==> config.mk <==
export PLATFORM = sky130hd
export DESIGN_NAME = alu_issue_queue
export DESIGN_NICKNAME = d
export VERILOG_FILES = /design/src/rtl/alu_issue_queue_pkg.sv /design/src/rtl/alu_issue_queue_wakeup_match.sv /design/src/rtl/alu_issue_queue.sv
export SDC_FILE = /design/constraint.sdc
export NUM_CORES = 2
export LEC_CHECK = 0
export BUFFER_PORTS_ARGS = -buffer_cell sky130_fd_sc_hd__buf_2
export CAP_MARGIN = 25
export CELL_PAD_IN_SITES_DETAIL_PLACEMENT = 1
export CELL_PAD_IN_SITES_GLOBAL_PLACEMENT = 1
export CORE_AREA = 2 2 480 482
export DETAILED_ROUTE_END_ITERATION = 8
export DIE_AREA = 0 0 482 484
export GPL_ROUTABILITY_DRIVEN = 0
export HOLD_SLACK_MARGIN = 0.05
export PLACE_DENSITY = 0.63
export SLEW_MARGIN = 20
export SYNTH_ARGS = -nofsm -noshare
export SYNTH_HDL_FRONTEND = slang
export SYNTH_SLANG_ARGS = --single-unit
==> constraint.sdc <==
create_clock -name clk -period 67.4 [get_ports clk]
set_clock_uncertainty 0.15 [all_clocks]
set_input_delay 6.74 -clock clk [delete_from_list [all_inputs] [get_ports clk]]
set_output_delay 6.74 -clock clk [all_outputs]
set_load 0.01 [all_outputs]
==> src/rtl/alu_issue_queue_pkg.sv <==
// Shared types and defaults for the ALU issue queue.
// Contents:
//   IQ_DEPTH, IQ_PADDR_W, IQ_PAYLOAD_W : default sizing
//   paddr_t                            : physical register address
//   iq_entry_t                         : one reservation-station slot
package alu_issue_queue_pkg;

    localparam int IQ_DEPTH     = 8;
    localparam int IQ_PADDR_W   = 6;
    localparam int IQ_PAYLOAD_W = 128;

    typedef logic [IQ_PADDR_W-1:0] paddr_t;

    typedef struct packed {
        logic                    valid;
        logic [IQ_PAYLOAD_W-1:0] payload;
        paddr_t                  src0;
        paddr_t                  src1;
        logic                    rdy0;
        logic                    rdy1;
        paddr_t                  dst;
        logic                    dst_we;
    } iq_entry_t;

endpackage

==> src/rtl/alu_issue_queue_wakeup_match.sv <==
// Compares one source physical register against both ALU wakeup ports.
// Ports:
//   src_paddr            : source register to test
//   wk0_valid, wk0_paddr : alu0 wakeup broadcast
//   wk1_valid, wk1_paddr : alu1 wakeup broadcast
//   hit                  : either valid port names src_paddr
module iq_wakeup_match
    import alu_issue_queue_pkg::*;
#(
    parameter int PADDR_W = IQ_PADDR_W
) (
    input  logic [PADDR_W-1:0] src_paddr,
    input  logic               wk0_valid,
    input  logic [PADDR_W-1:0] wk0_paddr,
    input  logic               wk1_valid,
    input  logic [PADDR_W-1:0] wk1_paddr,
    output logic               hit
);

    assign hit = (wk0_valid && (wk0_paddr == src_paddr)) ||
                 (wk1_valid && (wk1_paddr == src_paddr));

endmodule

==> src/rtl/alu_issue_queue.sv <==
// Compacting, age-ordered ALU reservation station. Entry 0 is the oldest;
// valid entries are contiguous from index 0. The oldest entry whose two
// sources are ready is presented for issue each cycle.
// Ports:
//   clk, rst               : clock, asynchronous active-high reset
//   flush                  : synchronous clear of all entries
//   enq_*                  : dispatch interface (valid/ready + uop fields)
//   wk0_*, wk1_*           : ALU writeback/bypass wakeup broadcasts
//   issue_*                : selected uop toward register-read (valid/ready)
//   count                  : occupied entries
// PADDR_W / PAYLOAD_W must match the package entry layout.
module alu_issue_queue
    import alu_issue_queue_pkg::*;
#(
    parameter int DEPTH     = IQ_DEPTH,
    parameter int PADDR_W   = IQ_PADDR_W,
    parameter int PAYLOAD_W = IQ_PAYLOAD_W
) (
    input  logic                       clk,
    input  logic                       rst,
    input  logic                       flush,
    input  logic                       enq_valid,
    output logic                       enq_ready,
    input  logic [PAYLOAD_W-1:0]       enq_payload,
    input  logic [PADDR_W-1:0]         enq_src0_paddr,
    input  logic                       enq_src0_re,
    input  logic                       enq_src0_rdy,
    input  logic [PADDR_W-1:0]         enq_src1_paddr,
    input  logic                       enq_src1_re,
    input  logic                       enq_src1_rdy,
    input  logic [PADDR_W-1:0]         enq_dst_paddr,
    input  logic                       enq_dst_we,
    input  logic                       wk0_valid,
    input  logic [PADDR_W-1:0]         wk0_paddr,
    input  logic                       wk1_valid,
    input  logic [PADDR_W-1:0]         wk1_paddr,
    output logic                       issue_valid,
    input  logic                       issue_ready,
    output logic [PAYLOAD_W-1:0]       issue_payload,
    output logic [PADDR_W-1:0]         issue_src0_paddr,
    output logic [PADDR_W-1:0]         issue_src1_paddr,
    output logic [PADDR_W-1:0]         issue_dst_paddr,
    output logic                       issue_dst_we,
    output logic [$clog2(DEPTH):0]     count
);

    localparam int CNT_W = $clog2(DEPTH) + 1;
    localparam int IDX_W = $clog2(DEPTH);

    iq_entry_t             ent      [DEPTH];
    iq_entry_t             woken    [DEPTH+1];
    iq_entry_t             ent_nxt  [DEPTH];
    iq_entry_t             enq_ent;
    logic      [DEPTH-1:0] hit0;
    logic      [DEPTH-1:0] hit1;
    logic                  enq_hit0;
    logic                  enq_hit1;
    logic                  sel_found;
    logic      [IDX_W-1:0] sel_idx;
    logic                  enq_fire;
    logic                  issue_fire;
    logic      [CNT_W-1:0] enq_pos;

    // Wakeup compare per stored source, plus the two dispatch sources so a
    // broadcast in the dispatch cycle is not lost.
    for (genvar i = 0; i < DEPTH; i++) begin : g_match
        iq_wakeup_match #(.PADDR_W(PADDR_W)) u_m0 (
            .src_paddr (ent[i].src0),
            .wk0_valid (wk0_valid),
            .wk0_paddr (wk0_paddr),
            .wk1_valid (wk1_valid),
            .wk1_paddr (wk1_paddr),
            .hit       (hit0[i])
        );
        iq_wakeup_match #(.PADDR_W(PADDR_W)) u_m1 (
            .src_paddr (ent[i].src1),
            .wk0_valid (wk0_valid),
            .wk0_paddr (wk0_paddr),
            .wk1_valid (wk1_valid),
            .wk1_paddr (wk1_paddr),
            .hit       (hit1[i])
        );
    end

    iq_wakeup_match #(.PADDR_W(PADDR_W)) u_enq_m0 (
        .src_paddr (enq_src0_paddr),
        .wk0_valid (wk0_valid),
        .wk0_paddr (wk0_paddr),
        .wk1_valid (wk1_valid),
        .wk1_paddr (wk1_paddr),
        .hit       (enq_hit0)
    );

    iq_wakeup_match #(.PADDR_W(PADDR_W)) u_enq_m1 (
        .src_paddr (enq_src1_paddr),
        .wk0_valid (wk0_valid),
        .wk0_paddr (wk0_paddr),
        .wk1_valid (wk1_valid),
        .wk1_paddr (wk1_paddr),
        .hit       (enq_hit1)
    );

    // Oldest-ready select; only registered rdy bits participate, so a wakeup
    // becomes visible to select one cycle after it is broadcast.
    always_comb begin
        sel_found = 1'b0;
        sel_idx   = '0;
        for (int i = DEPTH - 1; i >= 0; i--) begin
            if (ent[i].valid && ent[i].rdy0 && ent[i].rdy1) begin
                sel_found = 1'b1;
                sel_idx   = IDX_W'(i);
            end
        end
    end

    // Not relieved by a same-cycle issue, keeping issue_ready off the
    // enq_ready path.
    assign enq_ready  = (count < CNT_W'(DEPTH));
    assign enq_fire   = enq_valid && enq_ready;
    assign issue_fire = sel_found && issue_ready;
    assign enq_pos    = count - CNT_W'(issue_fire);

    always_comb begin
        enq_ent         = '0;
        enq_ent.valid   = 1'b1;
        enq_ent.payload = enq_payload;
        enq_ent.src0    = enq_src0_paddr;
        enq_ent.src1    = enq_src1_paddr;
        enq_ent.rdy0    = !enq_src0_re || enq_src0_rdy || enq_hit0;
        enq_ent.rdy1    = !enq_src1_re || enq_src1_rdy || enq_hit1;
        enq_ent.dst     = enq_dst_paddr;
        enq_ent.dst_we  = enq_dst_we;
    end

    // Wakeup is applied before the shift so that an entry moving down
    // carries this cycle's wakeup into its new slot. woken[DEPTH] is the
    // empty slot shifted into the top.
    always_comb begin
        for (int i = 0; i < DEPTH; i++) begin
            woken[i]      = ent[i];
            woken[i].rdy0 = ent[i].rdy0 || (ent[i].valid && hit0[i]);
            woken[i].rdy1 = ent[i].rdy1 || (ent[i].valid && hit1[i]);
        end
        woken[DEPTH] = '0;
    end

    always_comb begin
        for (int j = 0; j < DEPTH; j++) begin
            ent_nxt[j] = woken[j];
            if (issue_fire && (j >= int'(sel_idx))) begin
                ent_nxt[j] = woken[j+1];
            end
            if (enq_fire && (j == int'(enq_pos))) begin
                ent_nxt[j] = enq_ent;
            end
        end
    end

    always_ff @(posedge clk or posedge rst) begin
        if (rst) begin
            count <= '0;
            for (int i = 0; i < DEPTH; i++) begin
                ent[i] <= '0;
            end
        end else if (flush) begin
            count <= '0;
            for (int i = 0; i < DEPTH; i++) begin
                ent[i] <= '0;
            end
        end else begin
            count <= count + CNT_W'(enq_fire) - CNT_W'(issue_fire);
            for (int i = 0; i < DEPTH; i++) begin
                ent[i] <= ent_nxt[i];
            end
        end
    end

    always_comb begin
        issue_valid      = sel_found;
        issue_payload    = '0;
        issue_src0_paddr = '0;
        issue_src1_paddr = '0;
        issue_dst_paddr  = '0;
        issue_dst_we     = 1'b0;
        if (sel_found) begin
            issue_payload    = ent[sel_idx].payload;
            issue_src0_paddr = ent[sel_idx].src0;
            issue_src1_paddr = ent[sel_idx].src1;
            issue_dst_paddr  = ent[sel_idx].dst;
            issue_dst_we     = ent[sel_idx].dst_we;
        end
    end

endmodule
==> impl_metrics.py <==
metrics = {
    "outcome": {
        "outcome": "finished clean",
    },
    "logic_synthesis": {
        "synthCells": 7904,
        "synth_edf_count": 0,
        "synth_cell_type_count": 58,
        "synth-seq-cells": 1204,
        "syn_area_mm2": 0.06805,
        "async_flop_share_pct": 100.0,
        "yosysSeqAreaShare_pct": 44.27,
        "synthFlopType": "dfrtp_1",
        "yosysTopAreaCellShare_pct": 44.27,
        "synth_most_common_cell": "nand2_1",
        "synth.area.top_cells": "dfrtp_1 44%, nand2_1 9.3%, a311oi_1 9.3%, mux2i_1 6.0%, nor2_1 5.7%",
        "yosys_warnings": 0,
        "synth_top_area_cell": "dfrtp_1",
        "synth_commonest_cells": "1691 x nand2_1, 1204 x dfrtp_1, 1041 x nor2_1, 724 x a311oi_1, 680 x clkbuf_1",
        "syn_nets": 8082,
        "synth_area_per_cell_um2": 8.610,
    },
    "final_layout": {
        "n_fill_cell": 26438,
        "drive_gt1_share_pct": 9.581,
        "layout.nets": 7723,
        "final_cells": 10704,
        "layout-area-overhead-vs-synth_pct": 11.82,
        "design_area_mm2": 0.07610,
    },
    "route": {
        "routed_wl_um": 317800,
        "drtAntennaViolNets": 0,
        "wl_per_cell_um": 29.69,
        "firstDrtPassIters": 6,
        "drtIter0Drc": 6015,
        "vias": 66045,
        "drc": 0,
        "viasPerCell": 6.170,
    },
    "pwr": {
        "p_seq_share_pct": 42.9,
        "p_leak_nw": 31.00,
        "p_switching_mw": 0.6456,
        "combPwrFrac_pct": 16.1,
        "vdd_drop_max_mv": 0.02281,
        "power.share.switching_pct": 31.78,
        "power.internal_mw": 1.386,
        "power_density_mw_per_mm2": 26.70,
        "clkPwrFrac_pct": 41.0,
    },
    "clock_network": {
        "cts_setup_buffers": 0,
        "htreeDepth": 4,
        "cts_buffers": 150,
        "ctsResizeCount": 0,
        "cts_max_path_buffers": 3,
        "clk_latency_ns": 0.82,
        "cts-root-buf": "clkbuf_16",
        "clock-sinks": 1204,
        "clkTransAtPathRegs_ns": 0.06,
        "postCtsHoldBufs": 0,
        "cts_tree": "yes",
    },
    "worst_setup_path": {
        "cp_max_fo": 57,
        "cp-end-kind": "primary output",
        "path_class": "flip-flop to primary output",
        "max_stage_delay_ns": 0.88,
        "crit_path_start_kind": "flip-flop",
        "crit_chain": "nand3_1 > a41oi_1 > a2bb2oi_4 > buf_4 > buf_4 > nand3_1 > a32oi_1 > and3_1 > buf_2",
        "cp_slowest_cell": "buf_4",
        "required_ns": 60.51,
        "arrival_ns": 5.06,
    },
    "timing": {
        "setup_violations": 0,
        "relSlewSlack_pct": 21.61,
        "slew_viol_final": 0,
        "clock.fmax_mhz": 83.65,
        "period_minus_slack_ns": 11.95,
        "tightest_slew_ns": 1.176,
        "tns_ns": 0,
        "period_share_pct": 17.74,
        "hold_viol_final": 0,
        "rsz0062_at_grt": "false",
    },
    "global_routing": {
        "grt_pass1_wl_um": 473400,
        "grt_max_degree": 212,
        "grt_remaining_overflow": 0,
        "grt_pass1_vias": 68912,
        "antenna_found_initial": 75,
        "track_usage_pct": 26.69,
    },
    "floorplanning": {
        "num_io_pins": 323,
        "die_x_um": 482,
        "start_util_pct": 29.77,
        "die_h_um": 484,
        "rows": 176,
        "core_mm2": 0.2286,
        "die_area_mm2": 0.2333,
    },
    "job": {
        "maxCapViolations": 0,
    },
    "place": {
        "dp_hpwl_um": 174300,
        "port_buffers": 322,
        "dpl_cell_area_mm2": 0.07098,
        "placed_cells": 10412,
    },
    "worst_hold_path": {
        "hp-class": "flip-flop to flip-flop",
    },
}
power groups by stage:
| stage | sequential, mW | clock [mW] | combinational (mW) |
|---|---|---|---|
| 2_1_floorplan | 0.861 | 0 | 0.230 |
| 5_1_grt | 0.882 | 0.875 | 0.360 |
| 6_report | 0.872 | 0.832 | 0.327 |
| 3_3_place_gp | 0.880 | 0 | 0.308 |
| 3_5_place_dp | 0.882 | 0 | 0.323 |
| 4_1_cts | 0.871 | 0.847 | 0.324 |
state kept, by name, summed over array words and instances, names as in the netlist:
name	count
count	4
ent	1200
worst max-delay path, delay by kind of cell (launching register included):
kind                   cells  cell delay [ns]
AND/OR/NAND/NOR            3             0.80
buffers and inverters      3             1.86
flip-flops                 1             0.40
AO/OA/AOI/OAI              3             1.12
area by class of cell:
| type | count | area, um2 | share of cell area [%] |
|---|---|---|---|
| multi-input cells | 5722 | 34210 | 44.96 |
| clock inverters | 47 | 533.0 | 0.7005 |
| flip-flops and latches | 1204 | 30130 | 39.59 |
| clock buffers | 221 | 4370 | 5.743 |
| repair buffers | 458 | 2980 | 3.917 |
| inverters | 9 | 41.29 | 0.05426 |
| well taps | 3026 | 3786 | 4.975 |
| diodes | 17 | 42.54 | 0.05590 |
logic make-up after synthesis:
kind of cell               count (synthesis)  share of synthesized area, %
AOI/OAI and AO/OA                       1832                         21.66
xor gates and xnor gates                 220                         2.831
adders and majority gates                  8                        0.1581
buffers and inverters                    978                         5.893
DFF                                     1204                         44.27
muxes                                    406                         5.972
and+or+nand+nor                         3256                         19.21
per-stage QoR:
stage	power (mW)	utilization (%)	setup WS, ns	hold slack [ns]
after floorplan	1.090	-	26.59	0.3457
after global placement	1.188	31.02	55.97	0.3629
after detailed placement	1.205	31.05	55.93	0.3661
after CTS	2.043	33.20	55.40	0.3847
after global routing	2.117	33.28	55.11	0.4092
final	2.032	33.29	55.45	0.3843
layer usage:
metal	track usage (%)	part of all wire (%)	wire (um)	up-vias
met2	42.60	46	147200	2630
li1	-	-	-	27775
met5	0	0.077	246	-
met3	4.503	6.9	22060	708
met4	10.72	3.9	12490	42
met1	35.74	43	135800	34890
final timing paths:
path	startpoint	to	slack, ns	depth (start not counted)
min in group asynchronous	rst	ent[323]$_DFFE_PP0P_	5.86	2
worst max register to register	ent[449]$_DFFE_PP0P_	ent[731]$_DFFE_PP0P_	60.32	15
max in group asynchronous	rst	ent[393]$_DFFE_PP0P_	58.04	5
worst min-delay path	ent[142]$_DFFE_PP0P_	ent[142]$_DFFE_PP0P_	0.38	1
worst max-delay path	ent[299]$_DFFE_PP0P_	issue_payload[83]	55.45	9
worst min register to register	ent[142]$_DFFE_PP0P_	ent[142]$_DFFE_PP0P_	0.38	1
placed cells by master, fill, tap and decap left out, types with 11 or more instances in the layout:
cell and count:
a311oi_1 724, xor2_1 104, a41oi_1 11, xnor2_1 116, nor2_1 1037, nand3_1 373
o22ai_1 12, diode_2 17, nor4_1 30, mux2i_1 406, clkinv_2 24, dfrtp_1 1204
a32oi_1 53, a211oi_1 309, o21ai_0 99, nand2_1 1685, a22o_1 147, clkbuf_16 150
a311o_1 95, buf_2 320, clkbuf_1 36, buf_4 111, a221oi_1 188, buf_12 16
a21oi_1 162, and3_1 56, clkbuf_8 35, nand4_1 23
Power figures use the tool's default switching activity.
